`src/rtl/mag_pkg.sv`:
```
// Shared types and constants for the time-multiplexed magnitude engine.
package mag_pkg;

   localparam int MAG_W_DEF    = 8;
   localparam int MAG_NREQ_DEF = 2;

   typedef enum logic [1:0] {
      IDLE   = 2'd0,
      SQUARE = 2'd1,
      ROOT   = 2'd2,
      DONE   = 2'd3
   } mag_state_e;

   // Index width for n items, never less than one bit.
   function automatic int clog2(input int n);
      int r;
      r = 0;
      for (int i = 0; i < 31; i++)
         if ((1 << i) < n) r = i + 1;
      return (r < 1) ? 1 : r;
   endfunction

endpackage

```
`src/rtl/isqrt_iter.sv`:
```
// Restoring integer square root, one result bit per enabled cycle, MSB first.
module isqrt_iter
   import mag_pkg::*;
#(
   parameter int W = MAG_W_DEF
) (
   input  logic         clk,
   input  logic         rst_n,
   input  logic         ena,
   input  logic         start,
   input  logic [2*W:0] sum,
   output logic         done,
   output logic [W:0]   root
);

   localparam int BW = $clog2(W + 1);

   logic [BW-1:0]  bit_idx;
   logic           active;
   logic [W:0]     cand;
   logic [2*W+1:0] cand_ext;
   logic [2*W+1:0] cand_sq;

   always_comb begin
      cand     = root | ((W+1)'(1) << bit_idx);
      cand_ext = {{(W+1){1'b0}}, cand};
      cand_sq  = cand_ext * cand_ext;
   end

   // done is asserted during the bit-0 cycle so the caller can leave ROOT on that edge
   assign done = active && (bit_idx == '0);

   always_ff @(posedge clk or negedge rst_n) begin
      if (!rst_n) begin
         root    <= '0;
         bit_idx <= '0;
         active  <= 1'b0;
      end else if (ena) begin
         if (start) begin
            root    <= '0;
            bit_idx <= BW'(W);
            active  <= 1'b1;
         end else if (active) begin
            if ({1'b0, sum} >= cand_sq) root <= cand;
            if (bit_idx == '0) active  <= 1'b0;
            else               bit_idx <= bit_idx - 1'b1;
         end
      end
   end

endmodule

```
`src/rtl/magnitude_sched.sv`:
```
// Round-robin front end sharing one floor(sqrt(x^2+y^2)) engine among NREQ requesters.
module magnitude_sched
   import mag_pkg::*;
#(
   parameter int NREQ = MAG_NREQ_DEF,
   parameter int W    = MAG_W_DEF,
   localparam int IDW = clog2(NREQ)
) (
   input  logic              clk,
   input  logic              rst_n,
   input  logic              ena,
   input  logic [NREQ-1:0]   req_valid,
   input  logic [NREQ*W-1:0] req_x,
   input  logic [NREQ*W-1:0] req_y,
   output logic [NREQ-1:0]   req_ready,
   output logic              resp_valid,
   output logic [W:0]        resp_mag,
   output logic [IDW-1:0]    resp_id,
   input  logic              resp_ready,
   output logic              busy
);

   mag_state_e     state, state_nxt;
   logic [IDW-1:0] ptr;
   logic [IDW-1:0] id_q;
   logic [W-1:0]   x_q, y_q;
   logic [2*W:0]   sum_q, sum_d;
   logic [NREQ-1:0] grant;
   logic [IDW-1:0] gnt_id;
   logic           gnt_any;
   logic           req_hs;
   logic           iq_done;
   logic [W:0]     root;

   // Search from the RR pointer upward with wrap; the first valid requester wins.
   always_comb begin
      int idx;
      idx     = 0;
      grant   = '0;
      gnt_id  = '0;
      gnt_any = 1'b0;
      for (int k = 0; k < NREQ; k++) begin
         idx = int'(ptr) + k;
         if (idx >= NREQ) idx = idx - NREQ;
         if (!gnt_any && req_valid[idx]) begin
            gnt_any = 1'b1;
            gnt_id  = IDW'(idx);
         end
      end
      grant[gnt_id] = gnt_any;
   end

   // rst_n is folded in so req_ready reads 0 while reset is held, like every other output
   assign req_ready = (rst_n && ena && state == IDLE) ? grant : '0;
   assign req_hs    = |(req_ready & req_valid);

   always_comb begin
      sum_d = {{(W+1){1'b0}}, x_q} * {{(W+1){1'b0}}, x_q}
            + {{(W+1){1'b0}}, y_q} * {{(W+1){1'b0}}, y_q};
   end

   always_comb begin
      state_nxt = state;
      case (state)
         IDLE:    if (req_hs)     state_nxt = SQUARE;
         SQUARE:                  state_nxt = ROOT;
         ROOT:    if (iq_done)    state_nxt = DONE;
         DONE:    if (resp_ready) state_nxt = IDLE;
         default:                 state_nxt = IDLE;
      endcase
   end

   always_ff @(posedge clk or negedge rst_n) begin
      if (!rst_n) begin
         state <= IDLE;
         ptr   <= '0;
         id_q  <= '0;
         x_q   <= '0;
         y_q   <= '0;
         sum_q <= '0;
      end else if (ena) begin
         state <= state_nxt;
         if (req_hs) begin
            id_q <= gnt_id;
            x_q  <= req_x[int'(gnt_id)*W +: W];
            y_q  <= req_y[int'(gnt_id)*W +: W];
            ptr  <= (int'(gnt_id) == NREQ - 1) ? '0 : gnt_id + 1'b1;
         end
         if (state == SQUARE) sum_q <= sum_d;
      end
   end

   // Root iteration is started on the SQUARE edge, so it runs against sum_q from ROOT onward.
   isqrt_iter #(.W(W)) u_isqrt (
      .clk   (clk),
      .rst_n (rst_n),
      .ena   (ena),
      .start (state == SQUARE),
      .sum   (sum_q),
      .done  (iq_done),
      .root  (root)
   );

   assign resp_valid = (state == DONE);
   assign resp_mag   = root;
   assign resp_id    = id_q;
   assign busy       = (state != IDLE);

endmodule

```
`config.mk`:
```
export PLATFORM = sky130hd
export DESIGN_NAME = magnitude_sched
export DESIGN_NICKNAME = d
export VERILOG_FILES = /design/src/rtl/mag_pkg.sv /design/src/rtl/isqrt_iter.sv /design/src/rtl/magnitude_sched.sv
export SDC_FILE = /design/constraint.sdc
export NUM_CORES = 1
export LEC_CHECK = 0
export ABC_AREA = 1
export CORE_UTILIZATION = 62
export CTS_CLUSTER_DIAMETER = 50
export DETAILED_ROUTE_END_ITERATION = 6
export PLACE_DENSITY = 0.83
export SLEW_MARGIN = 0
export SYNTH_ARGS = -nofsm -noshare
export SYNTH_HDL_FRONTEND = slang
export SYNTH_SLANG_ARGS = --single-unit
```
`constraint.sdc`:
```
create_clock -name clk -period 8.5 [get_ports clk]
set_clock_uncertainty 0.15 [all_clocks]
set_input_delay 0.85 -clock clk [delete_from_list [all_inputs] [get_ports clk]]
set_output_delay 0.85 -clock clk [all_outputs]
set_load 0.005 [all_outputs]
```
==> reports/qor.yml, run 1 <==
drc: 0
arrival_ns: 6.76
dr_total_vias: 6536
num-nets-final: 1326
status: "finished clean"
drt-initial-drc-count: 342
dr.pass1.iters: 5
synthDistinctLibCells: 48
register_area_um2: 1280
synth_top_area_frac: 0.259
setup_tns_ns: 0
yosysTopAreaCell: "fa_1"
timing.slew.headroom: 0.306
yosys_warnings: 0
ys_seq_elements: 51
die_h_um: 119
cts_resized: 0
slowest_stage: "fa_1"
grt_first_pass_wirelength_mm: 31.1
finalSetupViolCount: 0
hpwlAfterDp_mm: 14.3
die_w_um: 119
diodes: 0
numCtsBuffers: 5
ctsHtreeMaxLevel: 2
ys.flop_type: "dfrtp_1"
core-area_um2: 13300
hp-class: "register to register"
start_kind: "register"
std_cell_rows: 42
synth_area_leaders: "fa_1 26%, ha_1 16%, dfrtp_1 15%, inv_1 12%, nand2_1 8.8%"
grt_max_degree: 53
clkTransAtPathRegs_ns: 0.08
max_stage_delay_ns: 0.54
gp_congestion: 0.882
post-route-min-period_ns: 6.67
hold_buffers: 0
dieArea_um2: 14200
hold_viol: 0
use_met1: 0.379
clk_latency_ns: 0.30
final_util: 0.697
postSynth.asyncResetShare: 1.00
drive_gt1_frac: 0.0449
max_slew.worst_pin.slew_ns: 1.04
ant_nets: 0
io_buffer_count: 51
viasPerCell: 5.25
crit_type: "register to register"
r2r_slack_ns: 1.83
end_kind: "register"
fin_crit_sh: 0.785
cts_setup_buffers: 0
grt_overflow: 0
grt_pass1_vias: 6853
fmax_ghz: 0.150
path_max_fanout: 10
grt-busiest-layer: "met2"
grt_use_met3: 0.0398
fill_cells: 1022
ys_seq_area_frac: 0.150
slew_viol_final: 0
initial_core_util: 0.641
antenna_found_initial: 0
clock_path_buffers: 2
multi_input_area_um2: 6020
cpMostUsedCell: "nand2_1"
cts_tree: "done"
maxCapViolCount: 0
clock-root-buffer: "clkbuf_16"
ios: 52
syn_inst: 1041
grtUsageMet2: 0.455
area_delta_synth_final_pct: 8.77
gr-usage-all-layers: 0.274
synth-edff-count: 0
wl_per_cell_um: 13.9
postSynthAreaPerCell_um2: 8.18
netlist_area_um2: 8520
cts.sinks: 51
routed_wl_mm: 17.3
required_ns: 8.59
grt_setup_unrepaired: "false"
syn-num-nets: 1299
## registers in the layout, indices dropped and copies added (netlist names)
register / cells
ptr: 1
y_q: 8
u_isqrt.active: 1
sum_q: 17
state: 2
u_isqrt.bit_idx: 4
resp_id: 1
x_q: 8
u_isqrt.root: 9
## Yosys cell counts, drive strengths merged, types with 7 or more instances
master / number
a21oi: 42
clkbuf: 28
dfrtp: 51
fa: 110
ha: 110
inv: 280
mux2i: 7
nand2: 208
nand3: 26
nand4: 13
nor2: 38
nor3: 7
o211ai: 10
o21ai: 37
xnor2: 16
xor2: 18
## through the flow
step                instances  setup slack, ns  hold WS (ns)  area [µm²]
floorplan                1041             2.33         0.305        8520
global placement         1237             2.04         0.325        9110
detailed placement       1237             1.85         0.326        9110
CTS                      1245             1.82         0.346        9270
global route             1245             1.30         0.369        9270
finish                   1245             1.83         0.347        9270
## worst paths after layout
kind	to	cells after the start	from
worst min-delay path	sum_q[4]	2	sum_q[4]
worst min register to register	sum_q[4]	2	sum_q[4]
worst max register to register	u_isqrt.root[1]	35	u_isqrt.bit_idx[0]
worst max-delay path	u_isqrt.root[1]	35	u_isqrt.bit_idx[0]
max in group asynchronous	x_q[5]	2	rst_n
min in group asynchronous	u_isqrt.root[5]	2	rst_n
## worst max-delay path, delay by kind of cell, from the launching register on
family | cells | cell delay (ns)
AND/OR/NAND/NOR | 14 | 1.41
XOR/XNOR | 2 | 0.34
buffers and inverters | 7 | 0.72
adder cells (fa/ha/maj) | 7 | 2.80
AO/OA/AOI/OAI | 5 | 0.81
flip-flops | 1 | 0.38
## cell families (layout without fill, tap and decap cells)
| logic type | count (synthesis) | count (layout) | synth area share |
|---|---|---|---|
| buffers and inverters | 319 | 347 | 0.143 |
| and+or+nand+nor | 293 | 293 | 0.157 |
| adders and majority gates | 220 | 220 | 0.420 |
| AOI/OAI and AO/OA | 117 | 117 | 0.0870 |
| DFF | 51 | 51 | 0.150 |
| xor gates and xnor gates | 34 | 34 | 0.0350 |
| muxes | 7 | 7 | 0.00823 |
## placed cells by master, fill, tap and decap left out, drive strengths merged
| cell | count |
|---|---|
| a211oi | 1 |
| a21boi | 2 |
| a21o | 6 |
| a21oi | 42 |
| a31o | 3 |
| a31oi | 4 |
| a41oi | 1 |
| buf | 3 |
| clkbuf | 5 |
| clkdlybuf4s50 | 50 |
| clkinv | 7 |
| clkinvlp | 1 |
| dfrtp | 51 |
| fa | 110 |
| ha | 110 |
| inv | 281 |
| mux2i | 7 |
| nand2 | 208 |
| nand3 | 26 |
| nand4 | 13 |
| nor2 | 38 |
| nor3 | 7 |
| o211ai | 10 |
| o21a | 2 |
| o21ai | 37 |
| o21bai | 6 |
| o22ai | 1 |
| o311ai | 1 |
| o31ai | 1 |
| or2 | 1 |
| xnor2 | 16 |
| xor2 | 18 |
## area by class of cell
type / count / area share
clock inverter: 3 / 0.00297
sequential: 51 / 0.138
timing repair buffer: 53 / 0.0562
clock buffer: 5 / 0.0135
multi-input combinational: 671 / 0.650
tap: 176 / 0.0238
inverter: 286 / 0.116
## layer usage
layer	vias up	share of wire
li1	3193	-
met1	3127	0.46
met2	185	0.47
met3	31	0.057
met4	0	0.018
met5	-	0
Power of run 1 is not shown: default switching activity piles up to over one toggle a cycle in this logic, so the estimate is an artifact.
==> inputs of run 2 (changes only) <==
Clock period 8.5 ns to 6.85 ns, I/O delays scaled along.
==> reports/qor.yml, run 2 (synthesized netlist as in run 1, its figures left out) <==
stdcell_area_um2: 9330  # was 9270 µm²
crit_type: "register to register"  # unchanged
clk_latency_ns: 0.31  # was 0.30 ns
final_common_cell: "inv_1"  # unchanged
setup_tns_ns: 0  # unchanged
hold_buffers: 0  # unchanged
ant_nets: 0  # unchanged
numCtsBuffers: 5  # unchanged
slowest_stage: "fa_1"  # unchanged
clock_path_buffers: 2  # unchanged
std_cell_rows: 42  # unchanged
fill_cells: 1010  # was 1022
max_slew.worst_pin.slew_ns: 1.01  # was 1.04 ns
status: "finished clean"  # unchanged
diodes: 0  # unchanged
largest-register: "sum_q"  # unchanged
gp_congestion: 0.876  # was 0.882
gr-usage-all-layers: 0.280  # was 0.274
end_kind: "register"  # unchanged
maxCapViolCount: 0  # unchanged
max_stage_delay_ns: 0.55  # was 0.54 ns
area_delta_synth_final_pct: 9.56  # was 8.77%
antenna_found_initial: 0  # unchanged
cts_tree: "done"  # unchanged
initial_core_util: 0.641  # unchanged
hp-class: "primary input to asynchronous set/reset pin"  # was register to register
die_w_um: 119  # unchanged
viasPerCell: 5.30  # was 5.25
grt_max_degree: 53  # unchanged
post-route-min-period_ns: 6.47  # was 6.67 ns
hold_viol: 0  # unchanged
num-nets-final: 1330  # was 1326
fin_crit_sh: 0.944  # was 0.785
cts.sinks: 51  # unchanged
largest_reg_flops: 17  # unchanged
top_regs: "sum_q: 17 flops, u_isqrt.root: 9 flops"  # unchanged
required_ns: 6.94  # was 8.59 ns
clock-root-buffer: "clkbuf_16"  # unchanged
dr.pass1.iters: 5  # unchanged
ios: 52  # unchanged
grt_first_pass_wirelength_mm: 31.7  # was 31.1 mm
path_max_fanout: 10  # unchanged
hpwlAfterDp_mm: 14.7  # was 14.3 mm
cpMostUsedCell: "nand2_1"  # unchanged
die_h_um: 119  # unchanged
io_buffer_count: 51  # unchanged
finalSetupViolCount: 0  # unchanged
final_cell_mix: "274 x inv_1, 199 x nand2_1, 110 x fa_1"  # was 276 x inv_1, 200 x nand2_1, 110 x fa_1, 110 x ha_1, 51 x dfrtp_1
arrival_ns: 6.56  # was 6.76 ns
path_delay_family: "adder cells"  # unchanged
placed_cell_area_um2: 9140  # was 9110 µm²
crit_buf_inv: 7  # unchanged
ff2ff_path_depth: 34  # was 35
clkTransAtPathRegs_ns: 0.08  # about the same
drive_gt1_frac: 0.0578  # was 0.0449
dieArea_um2: 14200  # unchanged
ctsHtreeMaxLevel: 2  # unchanged
r2r_slack_ns: 0.38  # was 1.83 ns
cts_resized: 0  # unchanged
worstSetupStartpoint: "u_isqrt.bit_idx[0]"  # unchanged
final_util: 0.702  # was 0.697
dr_total_vias: 6620  # was 6536
cts_setup_buffers: 0  # unchanged
wl_per_cell_um: 14.5  # was 13.9 µm
timing.slew.headroom: 0.327  # was 0.306
grt_pass1_vias: 6843  # was 6853
start_kind: "register"  # unchanged
slew_viol_final: 0  # unchanged
drc: 0  # unchanged
routed_wl_mm: 18.1  # was 17.3 mm
r2r-end: "u_isqrt.root[2]"  # was u_isqrt.root[1]
drt-initial-drc-count: 330  # was 342
fmax_ghz: 0.155  # was 0.150 GHz
core-area_um2: 13300  # unchanged
grt_overflow: 0  # unchanged
r2r-start: "u_isqrt.bit_idx[0]"  # unchanged
-- run 2: changes by cell type in the layout (fill, tap and decap cells not counted), sizes merged --
| cell | before | now |
|---|---|---|
| inv | 281 | 284 |
| buf | 3 | 7 |
| bufinv | 0 | 1 |
| clkbuf | 5 | 6 |
| clkinvlp | 1 | 0 |
| clkinv | 7 | 3 |
-- run 2: metrics by stage --
| step | std cells | hold WS, ns | worst slack (ns) |
|---|---|---|---|
| floorplan | 1041 | 0.239 | 0.679 |
| global placement | 1241 | 0.324 | 0.546 |
| detailed placement | 1241 | 0.334 | 0.269 |
| CTS | 1249 | 0.353 | 0.163 |
| global route | 1249 | 0.374 | -0.00648 |
| finish | 1249 | 0.333 | 0.384 |
-- run 2: metal layers --
metal / part of all wire / wire [µm] / vias up / track usage
met5: 0 / 0 / - / 0
met4: 0.015 / 263 / 0 / 0.0665
met3: 0.056 / 1020 / 24 / 0.0350
met2: 0.47 / 8450 / 202 / 0.453
met1: 0.46 / 8370 / 3196 / 0.402
li1: - / - / 3198 / -
-- run 2: layout make-up --
class                           count  area (µm²)  area share
Timing Repair Buffer               57         551      0.0590
Clock buffer                        6         139      0.0149
Tap cell                          176         220      0.0236
Clock inverter                      2        38.8     0.00416
Multi-Input combinational cell    671        6030       0.646
Inverter                          286        1070       0.115
Sequential cell                    51        1280       0.137
-- run 2: how the worst max path moves through the flow --
stage	end	cells after the start	slack, ns
2_1_floorplan	u_isqrt.root[6]	31	0.68
6_report	u_isqrt.root[2]	34	0.38
3_3_place_gp	u_isqrt.root[1]	35	0.55
4_1_cts	u_isqrt.root[8]	31	0.16
5_1_grt	u_isqrt.root[8]	35	-0.006
3_5_place_dp	u_isqrt.root[0]	31	0.27
Power of run 2 is left out for the same reason.
